**src/rtl/bin_to_bcd_seq.sv**
```systemverilog
// Sequential double-dabble binary-to-BCD converter.
// Processes one input bit per clock. It also produces a leading-zero
// blanking mask and an overflow flag for the display path.
// A valid/ready handshake is used on the input side.
// A single-cycle o_valid pulse announces each new result.

module bin_to_bcd_seq #(
    parameter int IN_W       = 16,
    parameter int BCD_DIGITS = 5,
    parameter int OUT_DIGITS = 4
) (
    input  logic                    clk,
    input  logic                    rst,
    input  logic [IN_W-1:0]         i_data,
    input  logic                    i_valid,
    output logic                    o_ready,
    output logic [4*OUT_DIGITS-1:0] o_bcd,
    output logic [OUT_DIGITS-1:0]   o_blank,
    output logic                    o_ovf,
    output logic                    o_valid
);

    localparam int ACC_W = 4 * BCD_DIGITS;
    localparam int OUT_W = 4 * OUT_DIGITS;
    localparam int CNT_W = $clog2(IN_W + 1);

    localparam logic [CNT_W-1:0]      LAST_CNT  = CNT_W'(IN_W - 1);
    localparam logic [OUT_DIGITS-1:0] BLANK_RST = {OUT_DIGITS{1'b1}} << 1;

    typedef enum logic {
        ST_IDLE,
        ST_BUSY
    } state_t;

    state_t                  r_state;
    logic [IN_W-1:0]         r_bin;
    logic [ACC_W-1:0]        r_acc;
    logic [CNT_W-1:0]        r_cnt;
    logic                    r_ready;
    logic                    r_valid;
    logic [OUT_W-1:0]        r_bcd;
    logic [OUT_DIGITS-1:0]   r_blank;
    logic                    r_ovf;

    // Adjusted accumulator. The top digit keeps only its low three bits,
    // because its bit 3 is shifted out and is always zero anyway.
    logic [ACC_W-2:0]        w_adj;
    logic [ACC_W-1:0]        w_acc_next;
    logic [IN_W-1:0]         w_bin_next;
    logic                    w_last;
    logic                    w_ovf;
    logic [OUT_W-1:0]        w_bcd_out;
    logic [OUT_DIGITS-1:0]   w_blank;
    logic [OUT_DIGITS:1]     w_zero_from;

    // Per-digit add-3 correction. The adjusted value is at most 12, so no
    // carry has to ripple into the next digit.
    generate
        for (genvar gi = 0; gi < BCD_DIGITS; gi++) begin : g_adj
            logic [3:0] w_dig;
            assign w_dig = r_acc[4*gi +: 4];
            if (gi < BCD_DIGITS - 1) begin : g_full
                assign w_adj[4*gi +: 4] = (w_dig >= 4'd5) ? w_dig + 4'd3 : w_dig;
            end else begin : g_top
                assign w_adj[4*gi +: 3] = 3'((w_dig >= 4'd5) ? w_dig + 4'd3 : w_dig);
            end
        end
    endgenerate

    // One double-dabble step: shift {acc, bin} left and feed the binary MSB
    // into accumulator bit 0.
    assign w_acc_next = {w_adj, r_bin[IN_W-1]};
    assign w_bin_next = r_bin << 1;
    assign w_last     = (r_cnt == LAST_CNT);

    // Overflow occurs when any digit above the presented ones is nonzero.
    // If every internal digit is presented, overflow is impossible.
    generate
        if (OUT_DIGITS < BCD_DIGITS) begin : g_ovf
            assign w_ovf = |w_acc_next[ACC_W-1:OUT_W];
        end else begin : g_no_ovf
            assign w_ovf = 1'b0;
        end
    endgenerate

    // On overflow, saturate the display to all nines.
    assign w_bcd_out = w_ovf ? {OUT_DIGITS{4'h9}} : w_acc_next[OUT_W-1:0];

    // Leading-zero mask. Digit d is blank when it and every digit above it
    // is zero. The ones digit is never blanked, so a value of 0 still
    // shows one digit.
    assign w_zero_from[OUT_DIGITS] = (w_bcd_out[4*(OUT_DIGITS-1) +: 4] == 4'd0);
    assign w_blank[0] = 1'b0;
    generate
        for (genvar gi = 1; gi < OUT_DIGITS; gi++) begin : g_blank
            if (gi < OUT_DIGITS - 1) begin : g_mid
                assign w_zero_from[gi] = (w_bcd_out[4*gi +: 4] == 4'd0) && w_zero_from[gi+1];
            end else begin : g_msd
                assign w_zero_from[gi] = w_zero_from[OUT_DIGITS];
            end
            assign w_blank[gi] = w_zero_from[gi];
        end
    endgenerate

    // Handshake FSM and datapath. All outputs are registered here.
    always_ff @(posedge clk or posedge rst) begin
        if (rst) begin
            r_state <= ST_IDLE;
            r_bin   <= '0;
            r_acc   <= '0;
            r_cnt   <= '0;
            r_ready <= 1'b1;
            r_valid <= 1'b0;
            r_bcd   <= '0;
            r_blank <= BLANK_RST;
            r_ovf   <= 1'b0;
        end else begin
            r_valid <= 1'b0;
            case (r_state)
                ST_IDLE: begin
                    if (i_valid) begin
                        r_bin   <= i_data;
                        r_acc   <= '0;
                        r_cnt   <= '0;
                        r_ready <= 1'b0;
                        r_state <= ST_BUSY;
                    end
                end
                ST_BUSY: begin
                    r_acc <= w_acc_next;
                    r_bin <= w_bin_next;
                    r_cnt <= r_cnt + CNT_W'(1);
                    if (w_last) begin
                        r_bcd   <= w_bcd_out;
                        r_blank <= w_blank;
                        r_ovf   <= w_ovf;
                        r_valid <= 1'b1;
                        r_ready <= 1'b1;
                        r_state <= ST_IDLE;
                    end
                end
                default: begin
                    r_state <= ST_IDLE;
                    r_ready <= 1'b1;
                end
            endcase
        end
    end

    assign o_ready = r_ready;
    assign o_valid = r_valid;
    assign o_bcd   = r_bcd;
    assign o_blank = r_blank;
    assign o_ovf   = r_ovf;

endmodule

```
**config.mk**
```make
export PLATFORM = sky130hd
export DESIGN_NAME = bin_to_bcd_seq
export DESIGN_NICKNAME = d
export VERILOG_FILES = /design/src/rtl/bin_to_bcd_seq.sv
export SDC_FILE = /design/constraint.sdc
export NUM_CORES = 1
export LEC_CHECK = 0
export BUFFER_PORTS_ARGS = -buffer_cell sky130_fd_sc_hd__buf_2
export CAP_MARGIN = 20
export CORE_MARGIN = 4
export CORE_UTILIZATION = 50
export CTS_CLUSTER_SIZE = 10
export DETAILED_ROUTE_END_ITERATION = 8
export PLACE_DENSITY = 0.68
export SETUP_SLACK_MARGIN = 0.02
export SYNTH_ARGS = -nofsm -noshare
export SYNTH_HDL_FRONTEND = slang
export SYNTH_SLANG_ARGS = --single-unit
```
**constraint.sdc**
```tcl
create_clock -name clk -period 6.6 [get_ports clk]
set_clock_uncertainty 0.2 [all_clocks]
set_input_delay 1.32 -clock clk [delete_from_list [all_inputs] [get_ports clk]]
set_output_delay 1.32 -clock clk [all_outputs]
set_load 0.01 [all_outputs]
```
Word level (Yosys, flattened, before mapping)
Index checks and enable logic that the tools add are counted.
Cells by class
  add/subtract/negate cells: 6
  bitwise logic cells: 1
  reduce and logical (&&, ||, !) cells: 8
  order comparisons: 5
  equality and inequality tests: 3
  muxes and demuxes: 20
Operator list (count)
  20-bit case mux with 2 select lines: 1
  16-bit 2-to-1 mux: 2
  16-bit case mux with 2 select lines: 1
  4-bit by 3-bit >= comparator with 1-bit output (second input constant): 5
  20-bit 2-to-1 mux: 1
  4-bit by 2-bit adder with 4-bit output (second input constant): 4
  4-bit 2-to-1 mux: 4
  4-bit logical NOT: 3
  5-bit case mux with 2 select lines: 1
  1-bit 2-to-1 mux: 6
  5-bit by 1-bit adder with 5-bit output (second input constant): 1
  5-bit by 4-bit equality test with 1-bit output (second input constant): 1
  5-bit 2-to-1 mux: 1
  1-bit case mux with 2 select lines: 2
  2-bit AND reduction: 2
  4-bit OR reduction: 1
  3-bit by 2-bit adder with 3-bit output (second input constant): 1
  3-bit 2-to-1 mux: 1
  1-bit logical AND: 2
  2-bit by 1-bit inequality test with 1-bit output (second input constant): 1
  2-bit inequality test (second input constant): 1
  1-bit NOT: 1
Storage, ports and cells
  input port bits: 19
  logic and storage cells: 52
  output and inout bits: 23
  bits in registers: 64

Longest topological paths before layout
Gate-level depths: netlist of run 1.
  word-level depth: 7
  mapped depth: 8
  depth with buffers taken out: 7

Worst setup path before layout of run 1
Ideal clock, no wire load.
  kind: in2reg
  from: in i_valid
  to: reg r_bin[8]
  data required time: 6.264 ns
  path buffers: 1
  arrival time: 1.985 ns
  library setup time: 0.136 ns
  slack: 4.279 ns
  cell stages on the path: 3
  path through: buf_1 > mux2i_1 > o21ai_0
Between the ends
  word-level cells in the longest chain between the ends: 1
Ends and longest elaborated chain
  start: declaration: line 15  | input logic i_valid,
  2-bit inequality test (no line)
  end signal: assignment: line 122  | r_bin <= i_data;
  end signal: assignment: line 131  | r_bin <= w_bin_next;
  end: declaration: line 36  | logic [IN_W-1:0] r_bin;
No other way between the ends.
A chain may end at the register's enable or synchronous reset.

Worst setup path in the final report of run 1
  from: reg r_cnt[0]
  to: reg r_bcd[15], in the netlist o_bcd[15]
Between the ends
  word-level cells in the longest chain between the ends: 2
Ends and longest elaborated chain
  start: declaration: line 38  | logic [CNT_W-1:0] r_cnt;
  start signal: assignment: line 132  | r_cnt <= r_cnt + CNT_W'(1);
  5-bit by 4-bit equality test with 1-bit output: line 74  | assign w_last = (r_cnt == LAST_CNT);
  2-bit AND reduction (no line)
  end signal: assignment: line 134  | r_bcd <= w_bcd_out;
  end: declaration: line 41  | logic [OUT_W-1:0] r_bcd;
No other way between the ends.

==> summary.md, run 1 <==
| Metric | Value |
|---|---|
| Run status | `completed` |
| Basic-gate share of the synthesized area counting and, or, nand and nor cells | `16.9%` |
| X dimension of the die | `89.5 µm` |
| Number of fill cells in the layout | `563` |
| Area taken by multi-input logic gates | `0.00158 mm²` |
| Area fraction in compound gates after synthesis | `14.2%` |
| Post-Syn Area per Cell | `9.94 µm²` |
| Worst-skew pair later-pin latency | `0.33 ns` |
| Count of cells along the worst hold path | `2` |
| Leading cell types in the layout, fill and taps excluded | `sky130_fd_sc_hd__dfrtp_1 (59), sky130_fd_sc_hd__nand2_1 (52), sky130_fd_sc_hd__buf_2 (40)` |
| Number of max-slew violations in the final report | `0` |
| Required arrival time at the worst endpoint | `6.59 ns` |
| Syn nets | `365` |
| Largest family of logic cells by synthesized area | `simple AND/OR/NAND/NOR gates` |
| Relative slew margins | `41.8%` |
| Clock Path Buffers | `2` |
| Remaining Overflow, GRT | `0` |
| Async set-reset flop share out of synthesis | `100%` |
| Total length of routed wires | `6480 µm` |
| Worst slew pin tran | `0.872 ns` |
| Number of buffers added on ports | `40` |
| Hold Crit Class | `flop to flop` |
| RSZ-0062 raised after global routing | `no` |
| Wire per inst | `14.3 µm` |
| I/O pin cnt | `42` |
| Starting DRT DRC Count | `116` |
| Global routing usage summed across all routing layers | `18.0%` |
| Peak supply drop | `0.248 mV` |
| Number of standard cells in the layout, taps in and fillers out | `452` |
| Number of distinct library cells after synthesis | `40` |
| Number of inserted diodes | `0` |
| Die height | `89.5 µm` |
| Hold Fails Final Rpt | `0` |
| Endpoints failing setup | `0` |
| Multiplexer fraction of the synthesized cell area | `10.1%` |
| CTS tree | `built` |
| HPWL after detailed placement | `4290 µm` |
| Post-synthesis share of cell area spent on full adders, half adders and majority gates | `4.52%` |
| Max-cap violations | `0` |
| Number of nets in the layout | `401` |
| Via count of the first global-routing pass | `2315` |
| Total number of vias | `2426` |
| Min Tclk post-route | `3.03 ns` |
| First-pass GRT wire length | `11000 µm` |
| Number of CTS-inserted buffers | `9` |
| Worst Path Arrival | `3.02 ns` |
| Routability congestion estimate from global placement | `0.733` |
| Detailed-route DRC error count | `0` |
| Number of storage elements in the synthesis netlist | `64` |
| Number of synthesis warnings | `0` |
| FF-to-FF path depth | `7` |
| Setup TNS | `0 ns` |
| Netlist area before placement | `0.00332 mm²` |
| Post-CTS Setup Inserts | `0` |
| Storage element area | `0.00161 mm²` |
| Antenna violations before repair | `0` |
| Achievable Freq | `330 MHz` |
| Commonest non-fill, non-tap cell in the layout | `sky130_fd_sc_hd__dfrtp_1` |
| Synth-to-layout area growth | `13.5%` |
| Proportion of layout cells with a drive suffix above 1 | `19.7%` |
| Critical Path Fanout Max | `23` |
| Cts hold-fix bufs | `0` |
| Static Leak | `1.81 nW` |
| Clock Tree Root | `sky130_fd_sc_hd__clkbuf_8` |
| Ratio of total power to cell area | `493 mW/mm²` |
| Flip-flop cell with the highest count after synthesis | `sky130_fd_sc_hd__dfrtp_1` |
| Die area | `0.00801 mm²` |
| Kind of critical path | `flop to flop` |
| Starting density of the core | `52.0%` |
| Row Count | `29` |
| Number of synthesized flops with an enable pin | `0` |
| Post-synthesis share of cell area spent on xor and xnor gates | `1.58%` |
| Post-cts gate resize count | `0` |
| Sequential-to-total area share from yosys stat | `48.4%` |
| Clock-pin transition on the worst setup and hold timing paths | `0.07 ns` |
| Instance count after placement with tap cells included | `436` |
| Cell count after synthesis | `334` |
| Post-detailed-route count of antenna-violating nets | `0` |
| Share of the cycle needed by the critical path after routing | `45.9%` |
| Clock tree sinks | `64` |
| Htree depth | `3` |
| Largest net degree at the start of global routing | `73` |
| Fin util | `59.0%` |
| First-pass detailed-route iteration total | `5` |
| Startpoint types | `flop` |
| Ratio of routed vias to standard cells | `5.37` |
| Critical Path End Type | `flop` |
| Core outline area | `0.00639 mm²` |
-- cells by family after synthesis --
| group | count (synthesis) |
|---|---|
| AO/OA/AOI/OAI | 74 |
| XOR/XNOR | 6 |
| buffers and inverters | 32 |
| AND/OR/NAND/NOR | 112 |
| other | 1 |
| flip-flops | 64 |
| multiplexers | 33 |
| adder cells (fa/ha/maj) | 12 |
-- final timing paths --
path / startpoint / slack, ns / endpoint
setup / recovery: r_cnt[0] / 3.57 / o_bcd[15]
hold / removal: o_blank[2] / 0.28 / o_blank[2]
setup reg to reg: r_cnt[0] / 3.57 / o_bcd[15]
hold reg to reg: o_blank[2] / 0.28 / o_blank[2]
max in group asynchronous: rst / 4.61 / r_state
min in group asynchronous: rst / 1.01 / o_bcd[5]
-- per-stage QoR --
| step | cell area (µm²) | worst slack (ns) | total power, mW | hold WS (ns) |
|---|---|---|---|---|
| finish | 3770 | 3.57 | 1.86 | 0.276 |
| global route | 3770 | 3.29 | 2.03 | 0.302 |
| CTS | 3770 | 3.56 | 1.88 | 0.274 |
| detailed placement | 3550 | 3.54 | 1.51 | 0.265 |
| global placement | 3550 | 3.62 | 1.47 | 0.258 |
| floorplan | 3320 | 3.49 | 1.29 | 0.249 |
-- routing by layer --
metal  GRT usage (%)  up-vias  wire [µm]
li1                -     1218          -
met1            26.0     1159       3180
met2            26.2       45       2960
met3            4.24        4        295
met4            7.31        0         47
met5               0        -          0
-- final cells by class --
type | instances | share of cell area (%)
flip-flops and latches | 64 | 42.7
multi-input cells | 238 | 41.9
repair buffers | 42 | 5.71
clock buffers | 13 | 3.95
well taps | 77 | 2.56
clock inverters | 3 | 1.73
inverters | 15 | 1.49
-- critical path: stages, from the launching register on --
cell,delay (ns)
sky130_fd_sc_hd__dfrtp_1,0.40
sky130_fd_sc_hd__ha_1,0.22
sky130_fd_sc_hd__and3_1,0.19
sky130_fd_sc_hd__ha_1,0.19
sky130_fd_sc_hd__nand2_1,0.54
sky130_fd_sc_hd__clkinv_1,0.73
sky130_fd_sc_hd__nor2_1,0.38
sky130_fd_sc_hd__a31oi_4,0.04
-- registers in the layout, summed over array words and instances, names as in the netlist --
name     flops
r_acc       20
o_bcd       16
r_bin       16
r_cnt        5
o_blank      3
o_ovf        1
o_ready      1
o_valid      1
r_state      1
-- power breakdown --
group	internal, mW	switching [mW]	leakage (nW)
logic	0.340	0.462	0.905
registers	0.557	0.131	0.800
clock network	0.223	0.144	0.108
total	1.12	0.738	1.81
-- synth_stat cells (2+ instances only) --
cell	instances	share of area, %
sky130_fd_sc_hd__inv_1	14	1.6
sky130_fd_sc_hd__ha_1	12	4.5
sky130_fd_sc_hd__mux2i_1	31	9.3
sky130_fd_sc_hd__nand2b_1	22	4.1
sky130_fd_sc_hd__dfstp_2	4	3.2
sky130_fd_sc_hd__nand2_1	52	5.9
sky130_fd_sc_hd__nand3_1	3	0.45
sky130_fd_sc_hd__o31ai_1	12	2.7
sky130_fd_sc_hd__nor3b_1	8	1.8
sky130_fd_sc_hd__a21oi_1	12	1.8
sky130_fd_sc_hd__dfrtp_1	60	45
sky130_fd_sc_hd__clkbuf_1	10	1.1
sky130_fd_sc_hd__a21oi_2	3	0.79
sky130_fd_sc_hd__and3_1	2	0.38
sky130_fd_sc_hd__o21ai_0	37	5.6
sky130_fd_sc_hd__or2b_1	2	0.45
sky130_fd_sc_hd__buf_2	4	0.60
sky130_fd_sc_hd__nor2_1	15	1.7
sky130_fd_sc_hd__nand4b_1	2	0.53
sky130_fd_sc_hd__a31oi_2	4	1.5
sky130_fd_sc_hd__xnor2_1	6	1.6
(Power assumes the default switching activity.)
==> run 2, diff against run 1 <==
- ABC_AREA: default -> 1
- PLACE_DENSITY: 0.68 -> 0.69
- clock period: 6.6 -> 2.8 ns (I/O delays scaled with it)
==> run 2 against run 1 <==
Compared with the run above:
- sequential power grew 130%
- critical path depth grew 4
- via count increased by 2.1%
- die area decreased by 6.7%
- combinational power increased by 120%
- routed wire length is 1.8% lower
- worst hold slack got worse by 0.19 ns
- synthesized cell count increased by 6.0%
- power rose by 130%
- flip-flop and latch count is the same
- sequential share of layout area grew 2.1 points
- design area fell by 4.8%
- critical path type unchanged
- largest power group unchanged
==> summary.md, run 2 <==
| Metric | Value |
|---|---|
| Worst-skew pair later-pin latency | `0.34 ns (about the same)` |
| I/O pin cnt | `42 (unchanged)` |
| Post-synth top area share | `48.8% (+3.6 points)` |
| Number of synthesized flops with an enable pin | `0 (unchanged)` |
| Post-CTS Setup Inserts | `0 (unchanged)` |
| Row Count | `28 (-3.4%)` |
| Post-synthesis share of cell area spent on full adders, half adders and majority gates | `4.88% (+0.36 points)` |
| Post-synthesis share of cell area spent on xor and xnor gates | `1.42% (-0.16 points)` |
| Share of the cycle needed by the critical path after routing | `74.8% (+29 points)` |
| Endpoints failing setup | `0 (unchanged)` |
| Number of synthesis warnings | `0 (unchanged)` |
| Post-Syn Area per Cell | `8.69 µm² (-13%)` |
| Clock Path Buffers | `2 (unchanged)` |
| Remaining Overflow, GRT | `0 (unchanged)` |
| Relative slew margins | `57.5% (+16 points)` |
| Global routing usage summed across all routing layers | `19.2% (+1.1 points)` |
| Cell type with the highest aggregate area in the netlist | `sky130_fd_sc_hd__dfrtp_1` |
| Number of fill cells in the layout | `549 (-2.5%)` |
| Clock tree sinks | `64 (unchanged)` |
| Largest stage delay, worst path | `0.41 ns (-0.32 ns)` |
| Area fraction in compound gates after synthesis | `11.7% (-2.6 points)` |
| X dimension of the die | `86.4 µm (-3.4%)` |
| Number of max-slew violations in the final report | `0 (unchanged)` |
| Number of flip-flops under the largest register name | `20 (unchanged)` |
| Instance count after placement with tap cells included | `460 (+5.5%)` |
| Routability congestion estimate from global placement | `0.859 (+17%)` |
| Proportion of layout cells with a drive suffix above 1 | `19.7% (-0.033 points)` |
| Cell count after synthesis | `354 (+6.0%)` |
| Clock-pin transition on the worst setup and hold timing paths | `0.07 ns (about the same)` |
| Antenna violations before repair | `0 (unchanged)` |
| Worst slew pin tran | `0.637 ns (-0.235 ns)` |
| Number of inserted diodes | `0 (unchanged)` |
| Cts hold-fix bufs | `0 (unchanged)` |
| Count of buffer and inverter cells on the critical path | `3 (+2)` |
| First-pass GRT wire length | `11200 µm (+2.5%)` |
| Largest net degree at the start of global routing | `65 (-11%)` |
| Static Leak | `1.84 nW (+1.5%)` |
| Sequential-to-total area share from yosys stat | `52.2% (+3.8 points)` |
| Most frequent cell after synthesis | `sky130_fd_sc_hd__nand2_1` |
| Die height | `86.4 µm (-3.4%)` |
| Fin util | `60.2% (+1.2 points)` |
| Hold Fails Final Rpt | `0 (unchanged)` |
| Ratio of routed vias to standard cells | `5.21 (-3.0%)` |
| Launching instance or port of the critical path | `r_acc[12]` |
| CTS tree | `built` |
| First-pass detailed-route iteration total | `4 (-1)` |
| Number of buffers added on ports | `40 (unchanged)` |
| Leading post-synthesis cells by cell area | `sky130_fd_sc_hd__dfrtp_1 (49%), sky130_fd_sc_hd__nand2_1 (12%), sky130_fd_sc_hd__ha_1 (4.9%), sky130_fd_sc_hd__inv_1 (4.6%), sky130_fd_sc_hd__o21ai_0 (4.2%)` |
| HPWL after detailed placement | `4500 µm (+4.9%)` |
| Post-synth top cells | `sky130_fd_sc_hd__nand2_1 (99), sky130_fd_sc_hd__dfrtp_1 (60), sky130_fd_sc_hd__inv_1 (38), sky130_fd_sc_hd__o21ai_0 (26), sky130_fd_sc_hd__nand3_1 (24)` |
| Total length of routed wires | `6370 µm (-1.8%)` |
| Number of CTS-inserted buffers | `9 (unchanged)` |
| RSZ-0062 raised after global routing | `no` |
| Setup TNS | `0 ns (unchanged)` |
| Min Tclk post-route | `2.09 ns (-0.937 ns)` |
| Required arrival time at the worst endpoint | `2.88 ns (-3.71 ns)` |
| CP dominant cell by count | `sky130_fd_sc_hd__inv_1` |
| Basic-gate share of the synthesized area counting and, or, nand and nor cells | `22.7% (+5.8 points)` |
| Starting DRT DRC Count | `122 (+5.2%)` |
| Core outline area | `0.00596 mm² (-6.7%)` |
| Number of nets in the layout | `427 (+6.5%)` |
| Number of storage elements in the synthesis netlist | `64 (unchanged)` |
| Leading cell types in the layout, fill and taps excluded | `sky130_fd_sc_hd__nand2_1 (99), sky130_fd_sc_hd__dfrtp_1 (60), sky130_fd_sc_hd__buf_2 (40)` |
| Syn nets | `385 (+5.5%)` |
| Commonest non-fill, non-tap cell in the layout | `sky130_fd_sc_hd__nand2_1` |
| Post-detailed-route count of antenna-violating nets | `0 (unchanged)` |
| Critical Path End Type | `flop` |
| Number of standard cells in the layout, taps in and fillers out | `476 (+5.3%)` |
| Hold Crit Class | `input pin to asynchronous set/reset pin` |
| Startpoint of the worst register-to-register path | `r_acc[12]` |
| Htree depth | `3 (unchanged)` |
| Peak supply drop | `0.488 mV (+97%)` |
| Max-cap violations | `0 (unchanged)` |
| Clock Tree Root | `sky130_fd_sc_hd__clkbuf_8` |
| Detailed-route DRC error count | `0 (unchanged)` |
| Total number of vias | `2478 (+2.1%)` |
| Die area | `0.00747 mm² (-6.7%)` |
| Multiplexer fraction of the synthesized cell area | `0% (-10 points)` |
| Startpoint types | `flop` |
| Critical Path Fanout Max | `14 (-39%)` |
| Starting density of the core | `51.7% (-0.34 points)` |
| Cell with the largest stage delay on the worst path | `sky130_fd_sc_hd__dfrtp_1` |
| Wire per inst | `13.4 µm (-6.7%)` |
| Cell-by-cell listing of the critical path | `inv_1 -> ha_1 -> inv_1 -> nand2_1 -> nand2_1 -> nand3_2 -> nand3_2 -> nor2_4 -> inv_1 -> nor3_1 -> a21o_1` |
| Largest family of logic cells by synthesized area | `simple AND/OR/NAND/NOR gates` |
| Netlist area before placement | `0.00308 mm² (-7.3%)` |
| Run status | `completed` |
| Synth-to-layout area growth | `16.6%` |
| Post-cts gate resize count | `0 (unchanged)` |
| Worst Path Arrival | `2.18 ns (-0.84 ns)` |
| Number of distinct library cells after synthesis | `35 (-13%)` |
| Largest Register | `r_acc` |
| Achievable Freq | `478 MHz (+45%)` |
| Via count of the first global-routing pass | `2507 (+8.3%)` |
| Kind of critical path | `flop to flop` |
| Async set-reset flop share out of synthesis | `100% (unchanged)` |
| Ratio of total power to cell area | `1190 mW/mm² (+140%)` |
| Flip-flop cell with the highest count after synthesis | `sky130_fd_sc_hd__dfrtp_1` |
| Delay-heaviest family, CP | `simple AND/OR/NAND/NOR gates` |
run 2: path summary, 6_finish.rpt:
check,end,slack [ns],cells past startpoint
min in group clk,r_bin[1],0.23,3
setup / recovery,o_bcd[2],0.71,11
max in group asynchronous,o_ready,2.01,3
hold reg to reg,o_blank[3],0.27,2
hold / removal,r_acc[13],0.09,3
setup reg to reg,o_bcd[2],0.71,11
run 2: worst register-to-register path, cell delays in order (launching register included):
cell and delay [ns]:
sky130_fd_sc_hd__dfrtp_1 0.41, sky130_fd_sc_hd__inv_1 0.12, sky130_fd_sc_hd__ha_1 0.16, sky130_fd_sc_hd__inv_1 0.05, sky130_fd_sc_hd__nand2_1 0.10, sky130_fd_sc_hd__nand2_1 0.07
sky130_fd_sc_hd__nand3_2 0.08, sky130_fd_sc_hd__nand3_2 0.08, sky130_fd_sc_hd__nor2_4 0.28, sky130_fd_sc_hd__inv_1 0.20, sky130_fd_sc_hd__nor3_1 0.19, sky130_fd_sc_hd__a21o_1 0.11
run 2: stage by stage:
step                      power (mW)  area [µm²]  hold slack [ns]  worst slack, ns
after global routing            4.66        3590            0.107            0.478
after floorplan                 2.88        3080            0.251            0.449
final                           4.27        3590           0.0852            0.706
after global placement          3.31        3350            0.258            0.778
after CTS                       4.31        3590           0.0860            0.687
after detailed placement        3.38        3350            0.258            0.696
run 2: cells by family (layout without fill, tap and decap cells):
kind of cell	after synthesis	count (layout)
AND/OR/NAND/NOR	159	159
flip-flops	64	64
AO/OA/AOI/OAI	60	60
buffers and inverters	53	100
adder cells (fa/ha/maj)	12	12
XOR/XNOR	5	5
other	1	1
run 2: where the power goes:
group          switching, mW  internal (mW)
registers              0.247           1.32
logic                   1.14          0.649
clock network          0.337          0.575
run 2: per-layer routing:
layer / wire length, µm / up-vias / GRT usage (%)
met5: 0 / - / 0
met1: 3050 / 1167 / 25.3
met4: 121 / 0 / 9.07
li1: - / 1239 / -
met2: 2800 / 61 / 29.3
met3: 392 / 11 / 5.23
run 2: layout make-up:
cell class | instances | area (µm²) | share of cell area [%]
Clock buffer | 14 | 173 | 4.82
Clock inverter | 2 | 60.1 | 1.67
Inverter | 39 | 146 | 4.08
Multi-Input combinational cell | 237 | 1260 | 35.0
Sequential cell | 64 | 1610 | 44.8
Tap cell | 75 | 93.8 | 2.62
Timing Repair Buffer | 45 | 250 | 6.98
==> run 3, diff against run 2 <==
- clock period: 2.8 -> 2.1 ns (I/O delays scaled with it)
==> run 3 against run 2 <==
Compared with the run above:
- clock power rose by 21%
- largest power group unchanged
- sequential share of layout area fell by 1.7 points
- critical path depth is 3 lower
- critical path type unchanged
- non-clock buffer count is 15 higher
- highest routed layer unchanged
==> summary.md, run 3 (synthesized netlist as in run 2, its figures left out) <==
| Metric | Value |
|---|---|
| Largest Register | `r_acc` |
| I/O pin cnt | `42 (unchanged)` |
| Total length of routed wires | `7000 µm (+10%)` |
| Routability congestion estimate from global placement | `0.906 (+5.5%)` |
| Static Leak | `1.89 nW (+2.8%)` |
| X dimension of the die | `86.4 µm (unchanged)` |
| Clock network power share | `18.6% (-2.8 points)` |
| Clock tree sinks | `64 (unchanged)` |
| Global routing usage summed across all routing layers | `19.5% (+0.32 points)` |
| Portion of total power attributed to combinational logic | `45.6% (+3.8 points)` |
| Post-layout worst setup margin | `0.159 ns (-0.548 ns)` |
| Area after DPL | `0.00344 mm² (+2.7%)` |
| Net Sw Power | `2.46 mW (+43%)` |
| RSZ-0062 raised after global routing | `no` |
| Endpoints failing setup | `0 (unchanged)` |
| Worst slew pin tran | `0.588 ns (-0.0492 ns)` |
| Max-cap violations | `0 (unchanged)` |
| Leading cell types in the layout, fill and taps excluded | `sky130_fd_sc_hd__nand2_1 (97), sky130_fd_sc_hd__dfrtp_1 (60), sky130_fd_sc_hd__buf_2 (40)` |
| Clock-pin transition on the worst setup and hold timing paths | `0.07 ns (about the same)` |
| First-pass GRT wire length | `11300 µm (+0.43%)` |
| Detailed-route DRC error count | `0 (unchanged)` |
| Run status | `completed` |
| Hold Crit Class | `input pin to flop` |
| Via count of the first global-routing pass | `2429 (-3.1%)` |
| HPWL after detailed placement | `4810 µm (+6.9%)` |
| Internal portion of total power | `3.45 mW (+35%)` |
| Number of CTS-inserted buffers | `9 (unchanged)` |
| Proportion of power drawn by flip-flops and latches | `35.9% (-0.9 points)` |
| Core outline area | `0.00596 mm² (unchanged)` |
| Post-detailed-route count of antenna-violating nets | `0 (unchanged)` |
| Worst-skew pair later-pin latency | `0.35 ns (about the same)` |
| Ratio of routed vias to standard cells | `5.24 (+0.61%)` |
| Starting DRT DRC Count | `160 (+31%)` |
| Achievable Freq | `515 MHz (+7.9%)` |
| Cell with the largest stage delay on the worst path | `sky130_fd_sc_hd__dfrtp_1` |
| Proportion of layout cells with a drive suffix above 1 | `24.9% (+5.2 points)` |
| Share of the cycle needed by the critical path after routing | `92.4% (+18 points)` |
| Die area | `0.00747 mm² (unchanged)` |
| Kind of critical path | `flop to flop` |
| Number of inserted diodes | `0 (unchanged)` |
| Largest net degree at the start of global routing | `25 (-62%)` |
| Htree depth | `3 (unchanged)` |
| Row Count | `28 (unchanged)` |
| CP dominant cell by count | `sky130_fd_sc_hd__ha_1` |
| Hold Fails Final Rpt | `0 (unchanged)` |
| Startpoint types | `flop` |
| Instance count after placement with tap cells included | `470 (+2.2%)` |
| Switch share | `41.6% (+1.3 points)` |
| Number of nets in the layout | `443 (+3.7%)` |
| Largest stage delay, worst path | `0.41 ns (about the same)` |
| Critical Path End Type | `flop` |
| Number of flip-flops under the largest register name | `20 (unchanged)` |
| Antenna violations before repair | `0 (unchanged)` |
| Final design instance area without fill | `0.00372 mm² (+3.8%)` |
| Starting density of the core | `51.7% (unchanged)` |
| Clock Tree Root | `sky130_fd_sc_hd__clkbuf_8` |
| Worst Path Arrival | `1.97 ns (-0.21 ns)` |
| Total power of the final layout | `5.91 mW (+38%)` |
| Peak supply drop | `0.783 mV (+60%)` |
| Die height | `86.4 µm (unchanged)` |
| Wire per inst | `14.2 µm (+6.4%)` |
| CTS tree | `built` |
| First-pass detailed-route iteration total | `4 (unchanged)` |
| Required arrival time at the worst endpoint | `2.13 ns (-0.75 ns)` |
| Number of standard cells in the layout, taps in and fillers out | `492 (+3.4%)` |
| Ratio of total power to cell area | `1590 mW/mm² (+33%)` |
| Number of max-slew violations in the final report | `0 (unchanged)` |
| Pre-CTS setup slack | `0.00998 ns (-0.686 ns)` |
| Cell-by-cell listing of the critical path | `ha_1 -> and3_1 -> ha_1 -> nand2_2 -> clkinvlp_4 -> buf_12 -> o21ai_0 -> inv_1` |
| Clock Path Buffers | `2 (unchanged)` |
| Total number of vias | `2577 (+4.0%)` |
| Min Tclk post-route | `1.94 ns (-0.152 ns)` |
| Commonest non-fill, non-tap cell in the layout | `sky130_fd_sc_hd__nand2_1` |
| Number of fill cells in the layout | `534 (-2.7%)` |
| Relative slew margins | `60.7% (+3.2 points)` |
| Critical Path Fanout Max | `17 (+3)` |
| Synth-to-layout area growth | `21.0%` |
| Number of buffers added on ports | `40 (unchanged)` |
| Setup TNS | `0 ns (unchanged)` |
| Remaining Overflow, GRT | `0 (unchanged)` |
-- run 3: changes by cell type in the layout (fill, tap and decap cells not counted), sizes merged --
cell | previous run | this run
bufinv | 2 | 1
dlygate4sd3 | 0 | 1
nor2 | 17 | 18
buf | 45 | 59
clkinv | 1 | 3
clkbuf | 14 | 13
clkinvlp | 0 | 2
inv | 38 | 36
-- run 3: final timing paths --
check	from	to	slack [ns]	depth (start not counted)
worst max-delay path	r_cnt[0]	o_bcd[11]	0.16	8
worst min-delay path	i_data[11]	r_bin[11]	0.07	3
worst max register to register	r_cnt[0]	o_bcd[11]	0.16	8
max in group asynchronous	rst	o_ready	0.65	4
min in group asynchronous	rst	r_bin[10]	0.48	3
worst min register to register	o_blank[1]	o_blank[1]	0.28	2
-- run 3: cell type report --
| type | count | area [µm²] | area share [%] |
|---|---|---|---|
| timing repair buffer | 60 | 390 | 10.5 |
| tap | 75 | 93.8 | 2.52 |
| clock buffer | 13 | 159 | 4.27 |
| inverter | 39 | 154 | 4.13 |
| sequential | 64 | 1610 | 43.1 |
| clock inverter | 3 | 40.0 | 1.08 |
| multi-input combinational | 238 | 1280 | 34.4 |
-- run 3: metal layers --
metal / up-vias / global-route usage (%) / part of all wire (%)
li1: 1274 / - / -
met1: 1229 / 26.5 / 49
met2: 67 / 29.2 / 44
met3: 7 / 5.70 / 5.8
met4: 0 / 8.22 / 1.1
met5: - / 0 / 0
-- run 3: repair_timing --
action / CTS / global route
setup endpoints to repair: 2 / 15
cloned: 0 / 1
buffers inserted: 0 / 4
pin swaps: 1 / 5
endpoints found under the hold margin: 20 / 0
resized for setup: 0 / 12
hold buffers: 1 / 0
-- run 3: metrics by stage --
stage / utilization [%] / hold WS (ns)
after floorplan: - / 0.251
after global placement: 57.8 / 0.259
after detailed placement: 57.8 / 0.262
after CTS: 61.3 / 0.0558
after global routing: 62.5 / 0.0702
final: 62.5 / 0.0722
-- run 3: power by group through the flow --
stage	registers (mW)	clock network [mW]	logic [mW]
3_3_place_gp	2.10	0	2.48
4_1_cts	2.10	1.12	2.55
5_1_grt	2.18	1.18	3.05
6_report	2.12	1.10	2.69
3_5_place_dp	2.12	0	2.54
2_1_floorplan	2.11	0	1.72
-- run 3: worst max-delay path, delay by kind of cell (launching register included) --
kind / cells / cell delay, ns
adder cells (fa/ha/maj): 2 / 0.41
flip-flops: 1 / 0.41
buffers and inverters: 3 / 0.34
AND/OR/NAND/NOR: 2 / 0.32
AO/OA/AOI/OAI: 1 / 0.15
